[src/rtl/con3_motion_ctrl.sv]
// Motion sequencer for the CON3 servo interface: holds one pending target-angle
// command, slews the angle once per frame by a per-command step, dwells, then pulses done.
module con3_motion_ctrl #(
    parameter int unsigned FRAME_CYCLES = 400000,
    parameter int unsigned DWELL_FRAMES = 2,
    parameter logic [7:0]  MIN_ANGLE    = 8'd0,
    parameter logic [7:0]  MAX_ANGLE    = 8'd255,
    parameter logic [7:0]  INIT_ANGLE   = 8'd128
) (
    input  logic       clk,
    input  logic       rst,
    input  logic       enable,
    input  logic       cmd_valid,
    output logic       cmd_ready,
    input  logic [7:0] cmd_angle,
    input  logic [7:0] cmd_step,
    output logic [7:0] angle,
    output logic       servo_en,
    output logic       frame_tick,
    output logic       busy,
    output logic       done
);

    localparam int unsigned CNT_W      = $clog2(FRAME_CYCLES);
    localparam int unsigned DW_W       = (DWELL_FRAMES > 1) ? $clog2(DWELL_FRAMES) : 1;
    localparam int unsigned DWELL_LAST = (DWELL_FRAMES > 0) ? DWELL_FRAMES - 1 : 0;

    typedef enum logic [1:0] {
        ST_IDLE  = 2'd0,
        ST_RAMP  = 2'd1,
        ST_DWELL = 2'd2
    } state_e;

    state_e           state_q, state_d;
    logic [7:0]       angle_q, angle_d;
    logic [7:0]       target_q, target_d;
    logic [7:0]       step_q, step_d;
    logic             pend_valid_q, pend_valid_d;
    logic [7:0]       pend_angle_q, pend_angle_d;
    logic [7:0]       pend_step_q, pend_step_d;
    logic [CNT_W-1:0] cnt_q, cnt_d;
    logic [DW_W-1:0]  dwell_q, dwell_d;
    logic             done_q, done_d;
    logic             servo_en_q;
    logic [8:0]       diff;

    // Signed compare keeps the clamp free of constant-result comparisons at the range ends
    function automatic logic [7:0] clamp_angle(input logic [7:0] a);
        if (int'(a) < int'(MIN_ANGLE)) return MIN_ANGLE;
        if (int'(a) > int'(MAX_ANGLE)) return MAX_ANGLE;
        return a;
    endfunction

    assign frame_tick = enable & (cnt_q == CNT_W'(FRAME_CYCLES - 1));
    assign cmd_ready  = enable & ~pend_valid_q;
    assign busy       = (state_q != ST_IDLE) | pend_valid_q;
    assign angle      = angle_q;
    assign servo_en   = servo_en_q;
    assign done       = done_q;
    assign diff       = (target_q >= angle_q) ? ({1'b0, target_q} - {1'b0, angle_q})
                                              : ({1'b0, angle_q} - {1'b0, target_q});

    // Next-state: frame counter, pending slot, move sequencing
    always_comb begin
        state_d      = state_q;
        angle_d      = angle_q;
        target_d     = target_q;
        step_d       = step_q;
        pend_valid_d = pend_valid_q;
        pend_angle_d = pend_angle_q;
        pend_step_d  = pend_step_q;
        cnt_d        = cnt_q;
        dwell_d      = dwell_q;
        done_d       = 1'b0;

        if (!enable) begin
            state_d      = ST_IDLE;
            pend_valid_d = 1'b0;
            cnt_d        = '0;
            dwell_d      = '0;
        end else begin
            cnt_d = frame_tick ? '0 : cnt_q + CNT_W'(1);

            if (cmd_valid && cmd_ready) begin
                pend_valid_d = 1'b1;
                pend_angle_d = clamp_angle(cmd_angle);
                pend_step_d  = cmd_step;
            end

            case (state_q)
                ST_IDLE: begin
                    if (pend_valid_q) begin
                        target_d     = pend_angle_q;
                        step_d       = pend_step_q;
                        pend_valid_d = 1'b0;
                        state_d      = ST_RAMP;
                    end
                end
                ST_RAMP: begin
                    if (frame_tick) begin
                        if (step_q == 8'd0 || diff <= {1'b0, step_q}) begin
                            angle_d = target_q;
                            dwell_d = '0;
                            if (DWELL_FRAMES == 0) begin
                                done_d  = 1'b1;
                                state_d = ST_IDLE;
                            end else begin
                                state_d = ST_DWELL;
                            end
                        end else if (target_q > angle_q) begin
                            angle_d = angle_q + step_q;
                        end else begin
                            angle_d = angle_q - step_q;
                        end
                    end
                end
                ST_DWELL: begin
                    if (frame_tick) begin
                        if (dwell_q == DW_W'(DWELL_LAST)) begin
                            done_d  = 1'b1;
                            dwell_d = '0;
                            state_d = ST_IDLE;
                        end else begin
                            dwell_d = dwell_q + DW_W'(1);
                        end
                    end
                end
                default: state_d = ST_IDLE;
            endcase
        end
    end

    // State registers; angle survives disable, only rst restores it
    always_ff @(posedge clk) begin
        if (rst) begin
            state_q      <= ST_IDLE;
            angle_q      <= INIT_ANGLE;
            target_q     <= INIT_ANGLE;
            step_q       <= 8'd0;
            pend_valid_q <= 1'b0;
            pend_angle_q <= 8'd0;
            pend_step_q  <= 8'd0;
            cnt_q        <= '0;
            dwell_q      <= '0;
            done_q       <= 1'b0;
            servo_en_q   <= 1'b0;
        end else begin
            state_q      <= state_d;
            angle_q      <= angle_d;
            target_q     <= target_d;
            step_q       <= step_d;
            pend_valid_q <= pend_valid_d;
            pend_angle_q <= pend_angle_d;
            pend_step_q  <= pend_step_d;
            cnt_q        <= cnt_d;
            dwell_q      <= dwell_d;
            done_q       <= done_d;
            servo_en_q   <= enable;
        end
    end

endmodule

[config.mk]
export PLATFORM = sky130hd
export DESIGN_NAME = con3_motion_ctrl
export DESIGN_NICKNAME = d
export VERILOG_FILES = /design/src/rtl/con3_motion_ctrl.sv
export SDC_FILE = /design/constraint.sdc
export NUM_CORES = 1
export LEC_CHECK = 0
export ABC_CLOCK_PERIOD_IN_PS = 5000
export BUFFER_PORTS_ARGS = -buffer_cell sky130_fd_sc_hd__buf_2
export CAP_MARGIN = 20
export CORE_ASPECT_RATIO = 2
export CORE_MARGIN = 2
export CORE_UTILIZATION = 55
export CTS_CLUSTER_DIAMETER = 80
export DETAILED_ROUTE_END_ITERATION = 8
export PLACE_DENSITY = 0.81
export SETUP_SLACK_MARGIN = 0.02
export SYNTH_ARGS = -nofsm -noshare
export SYNTH_HDL_FRONTEND = slang
export SYNTH_SLANG_ARGS = --single-unit
export TNS_END_PERCENT = 1
[constraint.sdc]
create_clock -name clk -period 5 [get_ports clk]
set_clock_uncertainty 0.2 [all_clocks]
set_input_delay 1 -clock clk [delete_from_list [all_inputs] [get_ports clk]]
set_output_delay 1 -clock clk [all_outputs]
set_load 0.005 [all_outputs]
Word-level counts from Yosys, hierarchy flattened:

Index checks and enable logic that the tools add are counted.

* flip-flop bits (word level): 65
* word-level logic and storage cells: 67
* bits of input ports: 20

* $lt $le $gt $ge: 3
* eq/ne operators: 8
* muxes and demuxes: 18
* add/sub/neg operators: 6
* bitwise logic cells: 7
* reductions and logical operators: 14

Operators with widths (count)
* adder 19 x 1 -> 19 bit, second input constant: 1
* equality test 19 bit, second input constant: 1
* subtractor 8 x 8 -> 9 bit: 2
* 2-to-1 mux 8 bit: 2
* 2-to-1 mux 2 bit: 5
* inequality test 2 bit, second input constant: 5
* less-or-equal comparator 9 x 8 -> 1 bit: 1
* 2-to-1 mux 9 bit: 1
* adder 8 bit: 1
* >= comparator 8 bit: 1
* greater-than comparator 8 bit: 1
* logical NOT 8 bit: 1
* 2-to-1 mux 1 bit: 8
* subtractor 8 bit: 1
* one-hot mux 2 bit (3 select lines): 1
* AND reduction 3 bit: 2
* AND reduction 5 bit: 1
* inverter 1 bit: 4
* AND reduction 4 bit: 1
* nonzero test 2 bit: 2
* OR reduction 4 bit: 1
* OR reduction 3 bit: 1
* bitwise AND 1 bit: 2
* equality test 2 x 1 -> 1 bit, second input constant: 1
* other kinds (9): 9

Depth between registers and ports, before layout:

Gate-level depths: netlist of the first run.

* depth in word-level cells: 7
* mapped depth: 19
* gate-level depth less buffers: 17

Worst setup path after synthesis of the first run:

Ideal clock, no wire load.

* path type: flip-flop to flip-flop
* from: register angle_q[1] (netlist: angle[1])
* to: register angle_q[7] (netlist: angle[7])
* stages on the path, launching flop included: 15
* setup time: 0.120 ns
* arrival time: 3.872 ns
* slack: 0.808 ns
* clock period less this slack: 4.192 ns
* required time: 4.680 ns
* cells stage by stage: dfxtp_1 -> inv_1 -> ha_1 -> a21o_1 -> a221o_1 -> o211ai_1 -> mux2i_1 -> ha_1 -> nor2b_1 -> o31a_1 -> or4_1 -> a31oi_1 -> xnor3_1 -> mux2i_1 -> o21ai_1

* cells in the longest elaborated chain, start to end: 5
* elaborated cells between the ends (all ways): 11
* classes of those cells: add/sub (4); order compare (3); mux (3); reduce/logical (1)

RTL lines
* start, declared: RTL line 35 `logic [7:0] angle_q, angle_d;`
* start signal, assigned: RTL line 149 `angle_q <= angle_d;`
* subtractor 8 x 8 -> 9 bit (tied with other cells): RTL line 61 `: ({1'b0, angle_q} - {1'b0, target_q});`
* 2-to-1 mux 9 bit: RTL line 60 `assign diff = (target_q >= angle_q) ? ({1'b0, target_q} - {1'b0, angle_q})`
* less-or-equal comparator 9 x 8 -> 1 bit: RTL line 101 `if (step_q == 8'd0 || diff <= {1'b0, step_q}) begin`
* logical OR 1 bit: RTL line 101
* 2-to-1 mux 8 bit *: RTL line 101

Mark *: on every way between the ends. The rest lies on a longest branch, timed or not.
A chain may end at the register's enable or synchronous reset.

Final worst setup path of the first run:

Ends and elaborated chain as after synthesis.

==> flow_summary_export.csv, run 1 <==
group,metric,value,unit
status,status,"complete, no violations",
logic_synthesis,yosysTopAreaCellShare,32.25,%
drt,vias,3616,
timing,rsz0062_at_grt,"no",
worst_setup_path,cp_max_fo,7,
logic_synthesis,synth_common_cells,"nand2_1, dfxtp_1, a21oi_1",
floorplan,die_x,64.57,um
drt,drc,0,
logic_synthesis,synth_nets,557,
pwr,p_int,0.0009376,W
placement,dpl.hpwl,7717,um
layout,insertedDiodeCount,0,
pwr,power_density,268.8,mW/mm2
timing,fin_ws,0.3363,ns
global_routing,grt-ovfl-total,0,
worst_setup_path,critPathCaptureType,"flop",
pwr,power_frac_comb,5.6,%
global_routing,grt_max_degree,41,
global_routing,globalRouteTotalUtil,26.17,%
clock_tree,cts.repair.resized,0,
layout,syn2layout_area_growth,11.81,%
clock_tree,cts_setup_buffers,0,
floorplan,initial_core_util,55.95,%
layout,post-route-cell-area,0.004512,mm2
worst_setup_path,critPathKind,"reg2reg",
placement,post_dp_cell_area,0.004217,mm2
pwr,clkPwrFrac,50.6,%
timing,fmax,0.2144,GHz
logic_synthesis,synth_edf_count,0,
global_routing,grt_first_pass_wirelength,16380,um
clock_tree,cts-root-buf,"clkbuf_16",
pwr,worst_ir_drop_vdd,0.2909,mV
placement,gp_congestion,1.012,
worst_setup_path,worstPathCellList,"inv_1 > ha_1 > a21o_1 > a221o_1 > o211ai_1 > mux2i_1 > ha_1 > nor2b_1 > o31a_1 > or4_1 > a31oi_1 > xnor3_1 > mux2i_1 > o21ai_1",
global_routing,grt_pass1_vias,3604,
clock_tree,cts_hold_buf,0,
floorplan,num_rows,44,
worst_setup_path,cpPeakStageDelay,0.52,ns
worst_setup_path,r2r_slack,0.34,ns
drt,first_pass_iters,6,
timing,tightest_slew,0.7402,ns
worst_setup_path,worstPathRequired,5.02,ns
floorplan,io_pins,33,
clock_tree,htree_levels,3,
layout,nets,578,
worst_setup_path,cp_slowest_cell,"o211ai_1",
timing,hold_viol_final,0,
timing,setup_violations,0,
floorplan,die_h,125.1,um
logic_synthesis,postSynthCellCount,501,
logic_synthesis,synth_most_common_cell,"nand2_1",
logic_synthesis,yosysWarnings,0,
drt,wl_per_cell,16.08,um
floorplan,die-area,0.008079,mm2
logic_synthesis,synthFlopType,"dfxtp_1",
placement,io_buffers,32,
floorplan,coreArea,0.007212,mm2
clock_tree,path_clk_slew,0.06,ns
pwr,p_leak,1.778,nW
pwr,switching_share,22.69,%
timing,finalCriticalPeriod,4.664,ns
drt,wirelength,9952,um
timing,relSlewSlack,50.66,%
logic_synthesis,synth.largest_area_cell,"dfxtp_1",
drt,via_per_inst,5.842,
global_routing,antenna_found_initial,0,
worst_setup_path,start_kind,"flop",
drt,drt_iter0_markers,204,
clock_tree,clock_path_buffers,2,
logic_synthesis,synthesis.area,0.004035,mm2
logic_synthesis,async_flop_share,0,%
drt,ant_nets,0,
logic_synthesis,synth_seq_area_share,32.25,%
clock_tree,clock_sinks,65,
logic_synthesis,synthTopCellsByArea,"dfxtp_1, ha_1, nand2_1",
pwr,seqPwrFrac,43.8,%
worst_setup_path,arrival,4.68,ns
logic_synthesis,syn_avg_cell_area,8.054,um2
pwr,netSwitchingPower,0.0002752,W
timing,fin_crit_sh,93.27,%
worst_setup_path,path_buf_inv,1,
timing,final.setup.tns,0,ns
logic_synthesis,synth_cell_types,65,
clock_tree,cts_tree,"done",
clock_tree,numCtsBuffers,9,
worst_setup_path,cp_top_family,"compound AO/OA/AOI/OAI gates",
timing,finalMaxSlewViolations,0,
clock_tree,clock_latency,0.33,ns
hold_path,hold_path_class,"reg2reg",
logic_synthesis,ys_ff_latch,65,
job,maxCapViolations,0,
placement,pre_cts_slack,0.3447,ns
layout,drive_above_1_share,12.14,%
[power by group through the flow]
stage | logic, W | registers (W) | clock network (W)
floorplan | 0.0000494 | 0.000541 | 0
global placement | 0.0000651 | 0.000542 | 0
detailed placement | 0.0000666 | 0.000542 | 0
CTS | 0.0000673 | 0.000532 | 0.000621
global route | 0.0000738 | 0.000532 | 0.000642
finish | 0.0000675 | 0.000532 | 0.000614
[sequential cells by signal, indices dropped and copies added, names as in the netlist]
signal,count
angle,8
cnt_q,19
done,1
target_q,8
pend_valid_q,1
step_q,8
pend_angle_q,8
dwell_q,1
state_q,2
pend_step_q,8
servo_en,1
[placed cells by master, fill, tap and decap left out, types with 2 or more instances in the layout]
cell        n
nand2_1    80
nand4_1     7
inv_1      34
o211ai_1    4
nand3_1    17
mux2i_1     7
and3_1      6
fa_1        3
nor2_1     35
dfxtp_1    65
or3_1       4
xor2_1     16
buf_2      32
o21ai_0    12
a21o_1      8
a211oi_1    2
ha_1       33
nand3b_1    5
and2_1      3
buf_4       2
nor3_1      2
a21oi_1    52
a31oi_1    12
nand2b_1    4
nor2b_1     5
o21a_1      3
or2_2       2
nor3_2      2
o21ba_2     2
clkbuf_16   9
xnor2_1    15
nor4_1      2
and4_1      4
clkinv_2    3
[worst min-delay path: stages, from the launching register on]
cell     delay (ns)
dfxtp_1        0.30
nand2_1        0.05
a21oi_1        0.05
[worst paths after layout]
path,start,to,cells after the start
setup / recovery,angle[1]$_SDFFE_PP0P_,angle[7]$_SDFFE_PP1P_,14
hold / removal,pend_step_q[5]$_SDFFE_PP0P_,step_q[5]$_SDFFE_PP0P_,2
setup reg to reg,angle[1]$_SDFFE_PP0P_,angle[7]$_SDFFE_PP1P_,14
hold reg to reg,pend_step_q[5]$_SDFFE_PP0P_,step_q[5]$_SDFFE_PP0P_,2
[kinds of logic (layout without fill, tap and decap cells)]
| kind of cell | Yosys count | in the layout | share of synthesized area, % |
|---|---|---|---|
| buffers and inverters | 58 | 84 | 5.860 |
| multiplexers | 9 | 9 | 2.388 |
| AND/OR/NAND/NOR | 187 | 187 | 22.64 |
| flip-flops | 65 | 65 | 32.25 |
| XOR/XNOR | 32 | 32 | 7.287 |
| AO/OA/AOI/OAI | 114 | 114 | 17.86 |
| adder cells (fa/ha/maj) | 36 | 36 | 11.72 |
[layer usage]
metal / vias to the layer above / part of all wire [%] / routed length, um / global-route usage (%)
li1: 1775 / - / - / -
met1: 1674 / 34 / 3339 / 24.17
met2: 110 / 55 / 5506 / 48.28
met3: 57 / 3.4 / 334 / 4.227
met4: 0 / 7.8 / 772 / 20.90
met5: - / 0 / 0 / 0
[layout make-up]
class | count | area, um2
Clock buffer | 9 | 225.2
Clock inverter | 7 | 70.07
Fill cell | 645 | 2700
Inverter | 34 | 127.6
Multi-Input combinational cell | 378 | 2497
Sequential cell | 65 | 1301
Tap cell | 92 | 115.1
Timing Repair Buffer | 34 | 175.2
[through the flow]
stage / utilization [%] / total power [W] / cells / hold WS (ns)
after floorplan: - / 0.0005906 / 501 / 0.2321
after global placement: 58.47 / 0.0006073 / 603 / 0.2370
after detailed placement: 58.47 / 0.0006090 / 603 / 0.2423
after CTS: 62.56 / 0.001219 / 619 / 0.2503
after global routing: 62.56 / 0.001248 / 619 / 0.2714
final: 62.56 / 0.001213 / 619 / 0.2510
Power figures use the tool's default switching activity.
==> inputs of run 2 (changes only) <==
- ABC_CLOCK_PERIOD_IN_PS: 5000 -> 4100
- CORE_UTILIZATION: 55 -> 54
- PLACE_DENSITY: 0.81 -> 0.83
- clock period: 5 -> 4.1 ns (I/O delays scaled with it)
==> flow_summary_export.csv, run 2 (synthesized netlist as in run 1, its figures left out) <==
group,metric,value,unit
status,status,"complete, but fails checks",
status,failed_checks,"negative setup slack",
worst_setup_path,rr_endpoint,"angle[0]$_SDFFE_PP0P_",
drt,first_pass_iters,7,
timing,relSlewSlack,44.98,%
worst_setup_path,cp_max_fo,5,
drt,ant_nets,0,
clock_tree,clock_sinks,65,
drt,drt_iter0_markers,209,
job,maxCapViolations,0,
layout,layout_commonest_cell,"nand2_1",
layout,final_util,69.18,%
worst_setup_path,crit_top_cell,"buf_6",
floorplan,die-area,0.008222,mm2
pwr,switching_share,22.35,%
worst_setup_path,critPathLaunch,"angle[7]$_SDFFE_PP1P_",
pwr,power_density,289.4,mW/mm2
worst_setup_path,timing.rr.start,"angle[7]$_SDFFE_PP1P_",
global_routing,grt-ovfl-total,0,
global_routing,antenna_found_initial,0,
layout,drive_above_1_share,24.47,%
worst_setup_path,worstPathCellList,"inv_1 > ha_4 > buf_6 > nand3_4 > o211ai_1 > a21oi_4 > buf_6 > a211oi_2 > a21oi_1 > xor2_1 > ha_1 > and3_4 > nand3_2 > o211a_1 > a2bb2oi_4 > buf_4 > a2111o_1 > o41ai_1 > a31o_1",
drt,wl_per_cell,17.06,um
pwr,power_frac_comb,7.4,%
worst_setup_path,arrival,4.18,ns
hold_path,hold_path_class,"reg2reg",
floorplan,num_rows,44,
clock_tree,htree_levels,3,
floorplan,initial_core_util,55.53,%
clock_tree,clock_latency,0.32,ns
global_routing,grt_max_degree,40,
placement,gp_congestion,0.9087,
drt,vias,3794,
pwr,p_leak,2.014,nW
worst_setup_path,critPathKind,"reg2reg",
pwr,clkPwrFrac,48.1,%
worst_setup_path,worstPathRequired,4.16,ns
pwr,seqPwrFrac,44.5,%
timing,fin_ws,-0.01808,ns
layout,top_register,"cnt_q",
layout,instances_no_fill,660,
layout,regArea,0.001319,mm2
timing,setup_violations,1,
drt,via_per_inst,5.748,
placement,io_buffers,32,
layout,syn2layout_area_growth,24.59,%
global_routing,grt_first_pass_wirelength,17900,um
clock_tree,cts_tree,"done",
timing,tightest_slew,0.8208,ns
timing,fmax,0.2428,GHz
clock_tree,path_clk_slew,0.05,ns
drt,wirelength,11260,um
drt,drc,0,
timing,finalCriticalPeriod,4.118,ns
worst_setup_path,cp-endpoint,"angle[0]$_SDFFE_PP0P_",
layout,multi_input_area,0.002696,mm2
layout,nFillCells,595,
layout,insertedDiodeCount,0,
timing,fin_crit_sh,100.4,%
floorplan,coreArea,0.007267,mm2
timing,hold_ws,0.2481,ns
floorplan,die_h,126.3,um
floorplan,io_pins,33,
placement,dpl.hpwl,8387,um
worst_setup_path,cp_slowest_cell,"o211ai_1",
hold_path,holdCritStartpoint,"pend_angle_q[3]$_SDFFE_PP0P_",
pwr,worst_ir_drop_vdd,0.2859,mV
floorplan,die_x,65.13,um
clock_tree,clock_path_buffers,2,
global_routing,grt_pass1_vias,3995,
timing,finalMaxSlewViolations,0,
pwr,p_int,0.001130,W
worst_setup_path,start_kind,"flop",
worst_setup_path,rr_worst_depth,19,
timing,rsz0062_at_grt,"yes",
global_routing,globalRouteTotalUtil,28.32,%
worst_setup_path,critPathCaptureType,"flop",
placement,dp_cells,626,
placement,pre_cts_slack,-0.1867,ns
worst_setup_path,r2r_slack,-0.02,ns
pwr,netSwitchingPower,0.0003252,W
pwr,total_power,0.001455,W
layout,mostFrequentLayoutCells,"nand2_1, dfxtp_1, a21oi_1, buf_4, nor2_1",
clock_tree,cts-root-buf,"clkbuf_16",
layout,largest_reg_flops,19,
worst_setup_path,cpPeakStageDelay,0.41,ns
clock_tree,numCtsBuffers,9,
layout,nets,619,
timing,hold_viol_final,0,
[run 2: cell types whose count changed in the layout (fill, tap and decap cells not counted), moves of 8 or more]
cell,previous run,this run
ha_1,33,25
dfxtp_1,65,55
buf_4,2,40
ha_4,0,8
dfxtp_2,0,8
[run 2: area by class of cell]
| class | count | share of cell area [%] |
|---|---|---|
| clock buffer | 13 | 5.177 |
| inverter | 34 | 2.539 |
| timing repair buffer | 75 | 9.831 |
| multi-input combinational | 378 | 53.63 |
| clock inverter | 3 | 0.2987 |
| tap | 92 | 2.290 |
| sequential | 65 | 26.23 |
[run 2: through the flow]
stage	instance area, um2	TNS, ns
6_report	5027	-0.01808
2_1_floorplan	4059	0
3_3_place_gp	4412	-0.01200
3_5_place_dp	4412	-0.7989
5_1_grt	5027	-0.3876
4_1_cts	4755	0
[run 2: repair_timing]
action                                  in CTS  in global routing
pin swaps                                    4                 16
setup buffers                                2                 16
hold buffers                                 0                  0
resized for setup                           10                 37
endpoints found under the setup margin       9                 11
[run 2: worst min-delay path by stage]
stage / slack [ns] / end / cells after the start
final: 0.25 / target_q[3]$_SDFFE_PP0P_ / 2
after global routing: 0.27 / step_q[3]$_SDFFE_PP0P_ / 2
after CTS: 0.25 / pend_step_q[2]$_SDFFE_PP0P_ / 2
after detailed placement: 0.24 / target_q[3]$_SDFFE_PP0P_ / 2
after global placement: 0.24 / step_q[7]$_SDFFE_PP0P_ / 2
after floorplan: 0.23 / target_q[0]$_SDFFE_PP0P_ / 2
[run 2: layer usage]
metal  part of all wire [%]  vias up  global-route usage [%]
met5                      0        -                       0
met1                     33     1780                   24.76
li1                       -     1860                       -
met4                    7.2        0                   23.04
met2                     58      102                   53.79
met3                    2.5       52                   4.107
[run 2: power by group through the flow]
| stage | clock network, W | logic (W) | registers, W |
|---|---|---|---|
| final | 0.000699 | 0.000108 | 0.000648 |
| after global routing | 0.000730 | 0.000117 | 0.000648 |
| after CTS | 0.000705 | 0.0000944 | 0.000649 |
| after detailed placement | 0 | 0.0000925 | 0.000662 |
| after global placement | 0 | 0.0000903 | 0.000661 |
| after floorplan | 0 | 0.0000616 | 0.000660 |
[run 2: worst max-delay path: cells and delay by family, from the launching register on]
family / cells / cell delay [ns]
AOI/OAI and AO/OA: 9 / 1.94
adders and majority gates: 2 / 0.58
buffers and inverters: 4 / 0.46
and+or+nand+nor: 3 / 0.39
DFF: 1 / 0.33
xor gates and xnor gates: 1 / 0.16
==> inputs of run 3 (changes only) <==
- REMOVE_ABC_BUFFERS: not set -> 1
==> flow_summary_export.csv, run 3 (synthesized netlist as in run 1, its figures left out) <==
group,metric,value,unit
worst_setup_path,cpPeakStageDelay,0.42,ns
worst_setup_path,cp.depth,16,
timing,fin_ws,0.03195,ns
pwr,p_leak,1.965,nW
drt,drc,0,
layout,mostFrequentLayoutCells,"nand2_1, dfxtp_1, a21oi_1, nor2_1, inv_1",
floorplan,initial_core_util,55.53,%
timing,rsz0062_at_grt,"yes",
layout,instances_no_fill,648,
placement,pre_cts_slack,-0.05323,ns
layout,regArea,0.001309,mm2
global_routing,grt-ovfl-total,0,
clock_tree,cts_tree,"done",
worst_setup_path,critPathLaunch,"angle[7]$_SDFFE_PP1P_",
global_routing,globalRouteTotalUtil,29.75,%
floorplan,die-area,0.008222,mm2
pwr,power_frac_comb,6.1,%
hold_path,holdCritStartpoint,"pend_angle_q[2]$_SDFFE_PP0P_",
layout,nFillCells,595,
clock_tree,path_clk_slew,0.05,ns
worst_setup_path,cp_top_family,"simple AND/OR/NAND/NOR gates",
pwr,worst_ir_drop_vdd,0.4851,mV
timing,relSlewSlack,54.63,%
pwr,p_int,0.001340,W
pwr,total_power,0.001676,W
hold_path,hold_path_class,"reg2reg",
floorplan,die_x,65.13,um
layout,largest_reg_flops,19,
drt,first_pass_iters,5,
worst_setup_path,cp_max_fo,6,
drt,ant_nets,0,
worst_setup_path,r2r_slack,0.03,ns
worst_setup_path,cp_slowest_cell,"or4_1",
clock_tree,clock_sinks,65,
layout,top_register,"cnt_q",
global_routing,grt_pass1_vias,4121,
floorplan,num_rows,44,
timing,fmax,0.2458,GHz
floorplan,coreArea,0.007267,mm2
floorplan,die_h,126.3,um
worst_setup_path,crit_top_cell,"buf_4",
layout,layout_commonest_cell,"nand2_1",
worst_setup_path,worstPathRequired,4.12,ns
global_routing,antenna_found_initial,0,
placement,dpl.hpwl,8340,um
drt,wl_per_cell,17.92,um
placement,io_buffers,32,
drt,wirelength,11620,um
placement,dp_cells,629,
layout,multi_input_area,0.002643,mm2
pwr,switching_share,20.04,%
clock_tree,htree_levels,3,
worst_setup_path,arrival,4.08,ns
pwr,clkPwrFrac,55.1,%
worst_setup_path,path_buf_inv,3,
layout,final_util,68.16,%
worst_setup_path,worstPathCellList,"inv_1 > ha_4 > buf_4 > nand4_1 > or2_2 > o211ai_1 > buf_4 > mux2i_2 > ha_1 > nor2b_1 > o31a_1 > or4_1 > a31oi_1 > xnor3_1 > mux2i_1 > o21ai_1",
drt,via_per_inst,6.029,
layout,drive_above_1_share,21.04,%
worst_setup_path,critPathCaptureType,"flop",
floorplan,io_pins,33,
layout,syn2layout_area_growth,22.76,%
timing,final.setup.tns,0,ns
global_routing,grt_first_pass_wirelength,18750,um
timing,hold_viol_final,0,
clock_tree,numCtsBuffers,9,
global_routing,grt_max_degree,40,
clock_tree,clock_latency,0.33,ns
worst_setup_path,start_kind,"flop",
worst_setup_path,timing.rr.start,"angle[7]$_SDFFE_PP1P_",
timing,finalMaxSlewViolations,0,
worst_setup_path,rr_worst_depth,16,
layout,nets,607,
placement,gp_congestion,0.9310,
job,maxCapViolations,0,
timing,fin_crit_sh,99.22,%
status,status,"complete, no violations",
timing,finalCriticalPeriod,4.068,ns
worst_setup_path,critPathKind,"reg2reg",
pwr,power_density,338.3,mW/mm2
drt,drt_iter0_markers,298,
timing,setup_violations,0,
clock_tree,cts-root-buf,"clkbuf_16",
hold_path,holdPathStages,2,
timing,tightest_slew,0.6806,ns
layout,insertedDiodeCount,0,
pwr,netSwitchingPower,0.0003358,W
clock_tree,clock_path_buffers,2,
drt,vias,3907,
pwr,seqPwrFrac,38.8,%
## run 3: changes by cell type in the layout (fill, tap and decap cells not counted), sizes merged
cell,before,now
buf,75,63
bufinv,0,4
clkbuf,13,10
clkinv,3,2
## run 3: power groups by stage
stage | logic, W | registers, W | clock network [W]
after floorplan | 0.0000495 | 0.000660 | 0
after global placement | 0.0000905 | 0.000661 | 0
after detailed placement | 0.0000926 | 0.000662 | 0
after CTS | 0.0000951 | 0.000649 | 0.000933
after global routing | 0.000110 | 0.000650 | 0.000955
final | 0.000102 | 0.000650 | 0.000924
## run 3: metrics by stage
step           hold slack (ns)  cell area [um2]
2_1_floorplan           0.2260             3926
3_3_place_gp            0.2360             4412
3_5_place_dp            0.2474             4412
4_1_cts                 0.2560             4803
5_1_grt                 0.2788             4954
6_report                0.2490             4954
## run 3: cell type report
| class | instances | share of cell area, % |
|---|---|---|
| multi-input cells | 378 | 53.35 |
| flip-flops and latches | 65 | 26.42 |
| repair buffers | 63 | 8.083 |
| clock buffers | 10 | 4.622 |
| clock inverters | 6 | 2.627 |
| inverters | 34 | 2.576 |
| well taps | 92 | 2.324 |
## run 3: worst register-to-register path: cells and delay by family (launching register included)
family | cells | cell delay [ns]
simple gates | 4 | 1.12
fa+ha+maj | 2 | 0.55
xor+xnor | 1 | 0.26
mux | 2 | 0.46
flops | 1 | 0.32
compound gates | 4 | 0.66
buf+inv | 3 | 0.36
## run 3: metal layers
metal	share of wire, %	wire length, um	track usage (%)	up-vias
met1	33	3820	26.56	1842
met3	4.0	467	5.000	68
met5	0	0	0	-
met4	6.9	801	23.28	0
li1	-	-	-	1833
met2	56	6527	55.91	164
## run 3: repair_timing
item,CTS,global route
setup endpoints to repair,6,11
setup buffers,1,2
resized for setup,6,27
cloned,0,0
hold buffers,0,0
pin swaps,4,11
## run 3: worst paths after layout
path	endpoint
worst max-delay path	angle[7]$_SDFFE_PP1P_
worst min-delay path	target_q[2]$_SDFFE_PP0P_
worst max register to register	angle[7]$_SDFFE_PP1P_
worst min register to register	target_q[2]$_SDFFE_PP0P_
